## src/rtl/tone_seq_pkg.sv

```systemverilog
`default_nettype none
// ============================================================================
//  Module      : tone_seq_pkg
//  Description : Shared definitions for the tone sequencer: FSM state
//                encoding, tone-code constants, the melody ROM table and
//                small helpers for button decoding.
//  Revision    : 1.0 - initial release
// ============================================================================
package tone_seq_pkg;

    // FSM state encoding
    typedef logic [1:0] state_t;
    localparam logic [1:0] ST_IDLE = 2'd0;
    localparam logic [1:0] ST_LOAD = 2'd1;
    localparam logic [1:0] ST_PLAY = 2'd2;
    localparam logic [1:0] ST_GAP  = 2'd3;

    // Tone codes: 1..6 are audible, half-period = code * HALF_BASE
    localparam logic [2:0] TONE_REST = 3'd0;
    localparam logic [2:0] TONE_END  = 3'd7;

    // Melody rows packed as {step7, step6, ..., step0}
    localparam logic [23:0] MEL0_ROW = {3'd1, 3'd6, 3'd5, 3'd4, 3'd0, 3'd3, 3'd2, 3'd1};
    localparam logic [23:0] MEL1_ROW = {3'd1, 3'd1, 3'd1, 3'd1, 3'd7, 3'd3, 3'd0, 3'd2};
    localparam logic [23:0] MEL2_ROW = {3'd7, 3'd7, 3'd1, 3'd2, 3'd3, 3'd4, 3'd5, 3'd6};
    localparam logic [23:0] MEL3_ROW = {3'd0, 3'd0, 3'd0, 3'd7, 3'd5, 3'd0, 3'd3, 3'd3};

    // 4 melodies x 8 steps x 3-bit tone code
    function automatic logic [2:0] melody_rom(input logic [1:0] mel, input logic [2:0] step);
        logic [23:0] row;
        logic [23:0] sh;
        case (mel)
            2'd0:    row = MEL0_ROW;
            2'd1:    row = MEL1_ROW;
            2'd2:    row = MEL2_ROW;
            default: row = MEL3_ROW;
        endcase
        sh = row >> (5'(step) * 5'd3);
        return sh[2:0];
    endfunction

    // Lowest-index melody among simultaneous presses
    function automatic logic [1:0] lowest_melody(input logic [3:0] p);
        if (p[0])      return 2'd0;
        else if (p[1]) return 2'd1;
        else if (p[2]) return 2'd2;
        else           return 2'd3;
    endfunction

    function automatic logic [3:0] mel_onehot(input logic [1:0] mel);
        return 4'b0001 << mel;
    endfunction

endpackage : tone_seq_pkg
`default_nettype wire

```

## src/rtl/tone_gen.sv

```systemverilog
`default_nettype none
// ============================================================================
//  Module      : tone_gen
//  Description : Reusable square-wave divider. While enabled, the wave starts
//                low and toggles every half_period clocks. Dropping enable
//                clears both the divider and the wave on the next edge.
//  Revision    : 1.0 - initial release
//  Ports       : clk         - system clock
//                rst_n       - asynchronous active-low reset
//                enable      - run the divider (low = clear)
//                half_period - clocks per half-period, must be non-zero
//                wave        - square-wave output
// ============================================================================
module tone_gen #(
    parameter int W = 8
) (
    input  logic         clk,
    input  logic         rst_n,
    input  logic         enable,
    input  logic [W-1:0] half_period,
    output logic         wave
);

    logic [W-1:0] cnt_q;
    logic         wave_q;

    always_ff @(posedge clk or negedge rst_n) begin
        if (!rst_n) begin
            cnt_q  <= '0;
            wave_q <= 1'b0;
        end else if (!enable) begin
            cnt_q  <= '0;
            wave_q <= 1'b0;
        end else if (cnt_q == half_period - W'(1)) begin
            cnt_q  <= '0;
            wave_q <= ~wave_q;
        end else begin
            cnt_q  <= cnt_q + W'(1);
        end
    end

    assign wave = wave_q;

endmodule : tone_gen
`default_nettype wire

```

## src/rtl/tone_sequencer.sv

```systemverilog
`default_nettype none
// ============================================================================
//  Module      : tone_sequencer
//  Description : Push-button melody player. Five active-low keys are
//                synchronised and edge-detected; key[0..3] start melodies
//                0..3, key[4] stops. Each melody step sounds for STEP_TICKS
//                clocks followed by GAP_TICKS of silence.
//  Revision    : 1.0 - initial release
//  Ports       : clk   - system clock
//                rst_n - asynchronous active-low reset
//                key   - [4:0] push buttons, 0 = pressed
//                beep  - square wave to the buzzer
//                led   - [3:0] one-hot playing melody, [4] busy
//  Options     : TONE_SEQ_LOOP_EN - when defined, melodies repeat from
//                step 0 instead of returning to idle at their end.
// ============================================================================
module tone_sequencer #(
    parameter int HALF_BASE  = 100_000,
    parameter int STEP_TICKS = 12_500_000,
    parameter int GAP_TICKS  = 1_250_000
) (
    input  logic       clk,
    input  logic       rst_n,
    input  logic [4:0] key,
    output logic       beep,
    output logic [4:0] led
);

    import tone_seq_pkg::*;

    localparam int CNT_MAX = (STEP_TICKS > GAP_TICKS) ? STEP_TICKS : GAP_TICKS;
    localparam int CNT_W   = $clog2(CNT_MAX + 1);
    localparam int HP_W    = $clog2(6 * HALF_BASE + 1);

    localparam logic [CNT_W-1:0] STEP_LAST = CNT_W'(STEP_TICKS - 1);
    localparam logic [CNT_W-1:0] GAP_LAST  = CNT_W'(GAP_TICKS - 1);

    // ------------------------------------------------------------------
    // Key synchronizer and falling-edge detector (reset to "released")
    // ------------------------------------------------------------------
    logic [4:0] key_meta_q;
    logic [4:0] key_sync_q;
    logic [4:0] key_prev_q;
    logic [4:0] press;
    logic       stop_press;
    logic       mel_press;
    logic       any_press;
    logic [1:0] mel_sel;

    always_ff @(posedge clk or negedge rst_n) begin
        if (!rst_n) begin
            key_meta_q <= '1;
            key_sync_q <= '1;
            key_prev_q <= '1;
        end else begin
            key_meta_q <= key;
            key_sync_q <= key_meta_q;
            key_prev_q <= key_sync_q;
        end
    end

    assign press      = key_prev_q & ~key_sync_q;
    assign stop_press = press[4];
    assign mel_press  = |press[3:0];
    assign any_press  = |press;
    assign mel_sel    = lowest_melody(press[3:0]);

    // ------------------------------------------------------------------
    // Sequencer FSM
    // ------------------------------------------------------------------
    state_t           state_q, state_d;
    logic [1:0]       melody_q, melody_d;
    logic [2:0]       step_q, step_d;
    logic [CNT_W-1:0] cnt_q, cnt_d;

    logic [2:0] tone_code;
    logic [2:0] next_step;
    logic [2:0] next_code;
    logic       seq_end;

    assign tone_code = melody_rom(melody_q, step_q);
    assign next_step = step_q + 3'd1;
    assign next_code = melody_rom(melody_q, next_step);
    // The melody ends after the last ROM slot or just before an end marker
    assign seq_end   = (step_q == 3'd7) || (next_code == TONE_END);

    always_comb begin
        state_d  = state_q;
        melody_d = melody_q;
        step_d   = step_q;
        cnt_d    = cnt_q;

        if (stop_press) begin
            state_d = ST_IDLE;
            step_d  = 3'd0;
            cnt_d   = '0;
        end else if (mel_press) begin
            // A new melody preempts whatever is happening
            state_d  = ST_LOAD;
            melody_d = mel_sel;
            step_d   = 3'd0;
            cnt_d    = '0;
        end else begin
            case (state_q)
                ST_IDLE: begin
                    step_d = 3'd0;
                    cnt_d  = '0;
                end
                ST_LOAD: begin
                    step_d = 3'd0;
                    cnt_d  = '0;
                    // A melody whose first slot is the end marker has nothing to play
                    state_d = (tone_code == TONE_END) ? ST_IDLE : ST_PLAY;
                end
                ST_PLAY: begin
                    if (cnt_q == STEP_LAST) begin
                        state_d = ST_GAP;
                        cnt_d   = '0;
                    end else begin
                        cnt_d = cnt_q + CNT_W'(1);
                    end
                end
                ST_GAP: begin
                    if (cnt_q == GAP_LAST) begin
                        cnt_d = '0;
                        if (seq_end) begin
                            step_d = 3'd0;
`ifdef TONE_SEQ_LOOP_EN
                            state_d = ST_PLAY;
`else
                            state_d = ST_IDLE;
`endif
                        end else begin
                            step_d  = next_step;
                            state_d = ST_PLAY;
                        end
                    end else begin
                        cnt_d = cnt_q + CNT_W'(1);
                    end
                end
                default: begin
                    state_d = ST_IDLE;
                    step_d  = 3'd0;
                    cnt_d   = '0;
                end
            endcase
        end
    end

    always_ff @(posedge clk or negedge rst_n) begin
        if (!rst_n) begin
            state_q  <= ST_IDLE;
            melody_q <= 2'd0;
            step_q   <= 3'd0;
            cnt_q    <= '0;
        end else begin
            state_q  <= state_d;
            melody_q <= melody_d;
            step_q   <= step_d;
            cnt_q    <= cnt_d;
        end
    end

    // ------------------------------------------------------------------
    // Tone generation: divider only runs on audible PLAY steps, and any
    // press clears it so a preempted tone never leaks into the next one.
    // ------------------------------------------------------------------
    logic            tone_en;
    logic [HP_W-1:0] half_period;
    logic            wave;

    assign tone_en     = (state_q == ST_PLAY) && (tone_code != TONE_REST) &&
                         (tone_code != TONE_END) && !any_press;
    assign half_period = HP_W'(tone_code) * HP_W'(HALF_BASE);

    tone_gen #(
        .W (HP_W)
    ) u_tone_gen (
        .clk         (clk),
        .rst_n       (rst_n),
        .enable      (tone_en),
        .half_period (half_period),
        .wave        (wave)
    );

    // Gating by state makes beep drop immediately on reset or leaving PLAY
    assign beep = wave && (state_q == ST_PLAY) && !any_press;
    assign led  = (state_q == ST_IDLE) ? 5'b00000 : {1'b1, mel_onehot(melody_q)};

endmodule : tone_sequencer
`default_nettype wire

```

## config.mk

```make
export PLATFORM = sky130hd
export DESIGN_NAME = tone_sequencer
export DESIGN_NICKNAME = d
export VERILOG_FILES = /design/src/rtl/tone_seq_pkg.sv /design/src/rtl/tone_gen.sv /design/src/rtl/tone_sequencer.sv
export SDC_FILE = /design/constraint.sdc
export NUM_CORES = 1
export LEC_CHECK = 0
export ABC_CLOCK_PERIOD_IN_PS = 6600
export BUFFER_PORTS_ARGS = -buffer_cell sky130_fd_sc_hd__buf_2
export CAP_MARGIN = 20
export CORE_MARGIN = 3
export CORE_UTILIZATION = 54
export DETAILED_ROUTE_END_ITERATION = 6
export GPL_TIMING_DRIVEN = 0
export PLACE_DENSITY = 0.71
export SYNTH_ARGS = -nofsm -noshare
export SYNTH_HDL_FRONTEND = slang
export SYNTH_SLANG_ARGS = --single-unit
```

## constraint.sdc

```tcl
create_clock -name clk -period 6.6 [get_ports clk]
set_input_delay 0.33 -clock clk [delete_from_list [all_inputs] [get_ports clk]]
set_output_delay 0.33 -clock clk [all_outputs]
set_load 0.05 [all_outputs]
```

==> impl_metrics.json <==
{
  "row_count": 32,
  "die_h_um": 98.0,
  "combPwrFrac": 0.365,
  "postCtsSetupBuffers": 0,
  "dpl.hpwl_um": 7060,
  "via_per_inst": 5.76,
  "multiInputGateArea_um2": 2670,
  "ys_seq_area_frac": 0.371,
  "async_flop_share": 1.00,
  "drive_gt1_frac": 0.152,
  "cts.path.max_buffers": 2,
  "initial_core_util": 0.573,
  "wire_per_inst_um": 15.1,
  "p_sw_frac": 0.378,
  "timing.final.crit_share": 0.871,
  "grt_pass1_wl_um": 16100,
  "antenna_found_initial": 0,
  "endpoint_kind": "register",
  "fin_setup_tns_ns": 0,
  "core_area_um2": 7970,
  "ys.flop_type": "dfrtp_1",
  "yosys-top-cells-count": "nor2_1 (53), dfrtp_1 (52), nand2_1 (36)",
  "holdWs_ns": 0.0664,
  "final-max-slew-violation-count": 0,
  "post_synth.cell_area_avg_um2": 9.17,
  "first_iter_violations": 160,
  "cp-endpoint": "u_tone_gen.wave$_DFFE_PN0P_",
  "grt_pass1_vias": 3476,
  "num_antenna_cells": 0,
  "cts_buffers": 9,
  "cts_sinks": 67,
  "dr_total_vias": 3619,
  "finClkSkew_ns": 0.0111,
  "worst_ep_arrival_time_ns": 5.98,
  "worst_pin_slew_ns": 0.851,
  "drt-total-wl_um": 9510,
  "syn_nets": 529,
  "fp.dieW_um": 98.0,
  "cts_htree_levels": 3,
  "drcViolationCount": 0,
  "hold_buffers": 0,
  "port_buffers": 12,
  "drtPass1Iterations": 4,
  "worst_setup_path_start_kind": "register",
  "clkPwrFrac": 0.277,
  "cts_tree": "done",
  "p_per_area_nw_per_um2": 242,
  "ir_drop_uv": 160,
  "p_leak_nw": 1.98,
  "ff2ff_setup_slack_ns": 0.85,
  "fillers": 696,
  "grt_overflow": 0,
  "place.gp.congestion": 0.902,
  "grt_setup_unrepaired": "false",
  "fin_nets": 552,
  "slew_headroom": 0.429,
  "worstReg2RegStart": "melody_q[1]$_DFFE_PN0P_",
  "cp-startpoint": "melody_q[1]$_DFFE_PN0P_",
  "dieArea_um2": 9590,
  "cp.required_ns": 6.83,
  "p_int_w": 0.000747,
  "max_freq_mhz": 174,
  "reg2reg_to": "u_tone_gen.wave$_DFFE_PN0P_",
  "syn_area_um2": 4570,
  "seq_area_um2": 1700,
  "grt_max_degree": 68,
  "cts.clk_slew.worst_paths_ns": 0.08,
  "areaGrowthSynthToFinish_pct": 8.44,
  "worst-r2r-cell-count": 19,
  "fin_crit_ns": 5.75,
  "synth_top_area_share": 0.285,
  "pin_count": 13,
  "cp_max_fo": 10,
  "finalHoldViolations": 0,
  "synthTopCellsByArea": "dfrtp_1 (29%), dfstp_2 (8.6%), ha_1 (6.6%)",
  "drv_cap": 0,
  "grt_util_all_layers": 0.202,
  "finalSetupViolCount": 0,
  "ant_nets": 0,
  "synth_top_area_cell": "dfrtp_1",
  "ys_warn_count": 0,
  "synth_most_common_cell": "nor2_1",
  "post_cts_resized": 0,
  "hold_path_class": "in2async",
  "status": "finished, final reports clean",
  "insertion_delay_ns": 0.35,
  "ys_ff_latch": 67,
  "p_switching_w": 0.000453,
  "ys_types": 62,
  "netlist_instances": 498,
  "path_class": "reg2reg",
  "synth_edf_count": 0,
  "root_buffer": "clkbuf_8",
  "power_frac_seq": 0.358
}
-- state kept, by name, summed over array words and instances, names as in the netlist --
register and flops:
cnt_q 24, key_meta_q 5, key_prev_q 5, key_sync_q 5, melody_q 2, state_q 2, step_q 3, u_tone_gen.cnt_q 20
u_tone_gen.wave 1
-- layout by cell type (no fill, tap or decap), types with 12 or more instances in the layout --
cell type	count
a21oi_1	20
clkbuf_1	13
o21ai_0	15
dfstp_2	15
buf_2	13
nand2_1	36
xor2_1	33
inv_1	23
nand3_1	22
nand4_1	14
nor3_2	19
nor2b_1	12
nor2_1	53
ha_1	24
xnor2_1	23
and3_1	14
dfrtp_1	52
-- power groups by stage --
| stage | combinational [W] | clock, W | sequential (W) |
|---|---|---|---|
| 2_1_floorplan | 0.000341 | 0 | 0.000436 |
| 3_3_place_gp | 0.000421 | 0 | 0.000437 |
| 3_5_place_dp | 0.000432 | 0 | 0.000438 |
| 4_1_cts | 0.000434 | 0.000341 | 0.000430 |
| 5_1_grt | 0.000482 | 0.000362 | 0.000431 |
| 6_report | 0.000438 | 0.000333 | 0.000429 |
-- critical path: stages (launching register included) --
cell and delay, ns:
dfrtp_1 0.42, inv_1 0.10, ha_1 0.20, buf_6 0.13, o21ba_1 0.18, a211oi_1 0.44
a211o_1 0.17, clkbuf_1 0.35, nand2_1 0.19, inv_1 0.17, ha_1 0.26, xnor3_1 0.42
nor2b_1 0.40, inv_1 0.08, or4_4 0.49, or3_4 0.41, a311oi_2 0.30, a21oi_2 0.09
nor4_1 0.47, mux2_1 0.37
-- per-stage QoR --
| step | cells | area, µm² | total power, W | utilization | worst slack (ns) |
|---|---|---|---|---|---|
| after floorplan | 498 | 4570 | 0.000777 | - | 1.74 |
| after global placement | 612 | 4750 | 0.000858 | 0.597 | 1.03 |
| after detailed placement | 612 | 4760 | 0.000870 | 0.597 | 0.934 |
| after CTS | 628 | 4950 | 0.00120 | 0.621 | 0.906 |
| after global routing | 628 | 4950 | 0.00127 | 0.621 | 0.468 |
| final | 628 | 4950 | 0.00120 | 0.621 | 0.854 |
-- layout make-up --
cell class / count / area share
plain buffers: 20 / 0.0225
clock buffers: 11 / 0.0308
clock inverters: 5 / 0.00859
inverters: 24 / 0.0187
multi-input cells: 387 / 0.539
flip-flops and latches: 67 / 0.342
well taps: 102 / 0.0258
repair buffers: 12 / 0.0126
-- logic make-up after synthesis --
kind of cell | count (synthesis) | share of synthesized area
AND/OR/NAND/NOR | 226 | 0.284
AO/OA/AOI/OAI | 76 | 0.112
flip-flops | 67 | 0.371
XOR/XNOR | 57 | 0.112
buffers and inverters | 44 | 0.0447
adder cells (fa/ha/maj) | 24 | 0.0658
multiplexers | 4 | 0.00932
-- routing by layer --
| metal | share of wire | track usage | routed length (µm) | up-vias |
|---|---|---|---|---|
| met2 | 0.47 | 0.326 | 4520 | 67 |
| met3 | 0.040 | 0.0464 | 379 | 10 |
| met1 | 0.48 | 0.281 | 4540 | 1741 |
| li1 | - | - | - | 1801 |
| met4 | 0.0084 | 0.0426 | 80 | 0 |
| met5 | 0 | 0 | 0 | - |
-- worst min path at each step --
stage	startpoint	to	slack, ns	depth (start not counted)
global route	key[2]	key_meta_q[2]$_DFF_PN1_	0.05	1
CTS	key[2]	key_meta_q[2]$_DFF_PN1_	0.06	1
finish	rst_n	cnt_q[1]$_DFF_PN0_	0.07	1
detailed placement	key_meta_q[3]$_DFF_PN1_	key_sync_q[3]$_DFF_PN1_	0.35	0
global placement	key_meta_q[2]$_DFF_PN1_	key_sync_q[2]$_DFF_PN1_	0.35	0
floorplan	rst_n	cnt_q[0]$_DFF_PN0_	0.03	0
Power figures use the tool's default switching activity.
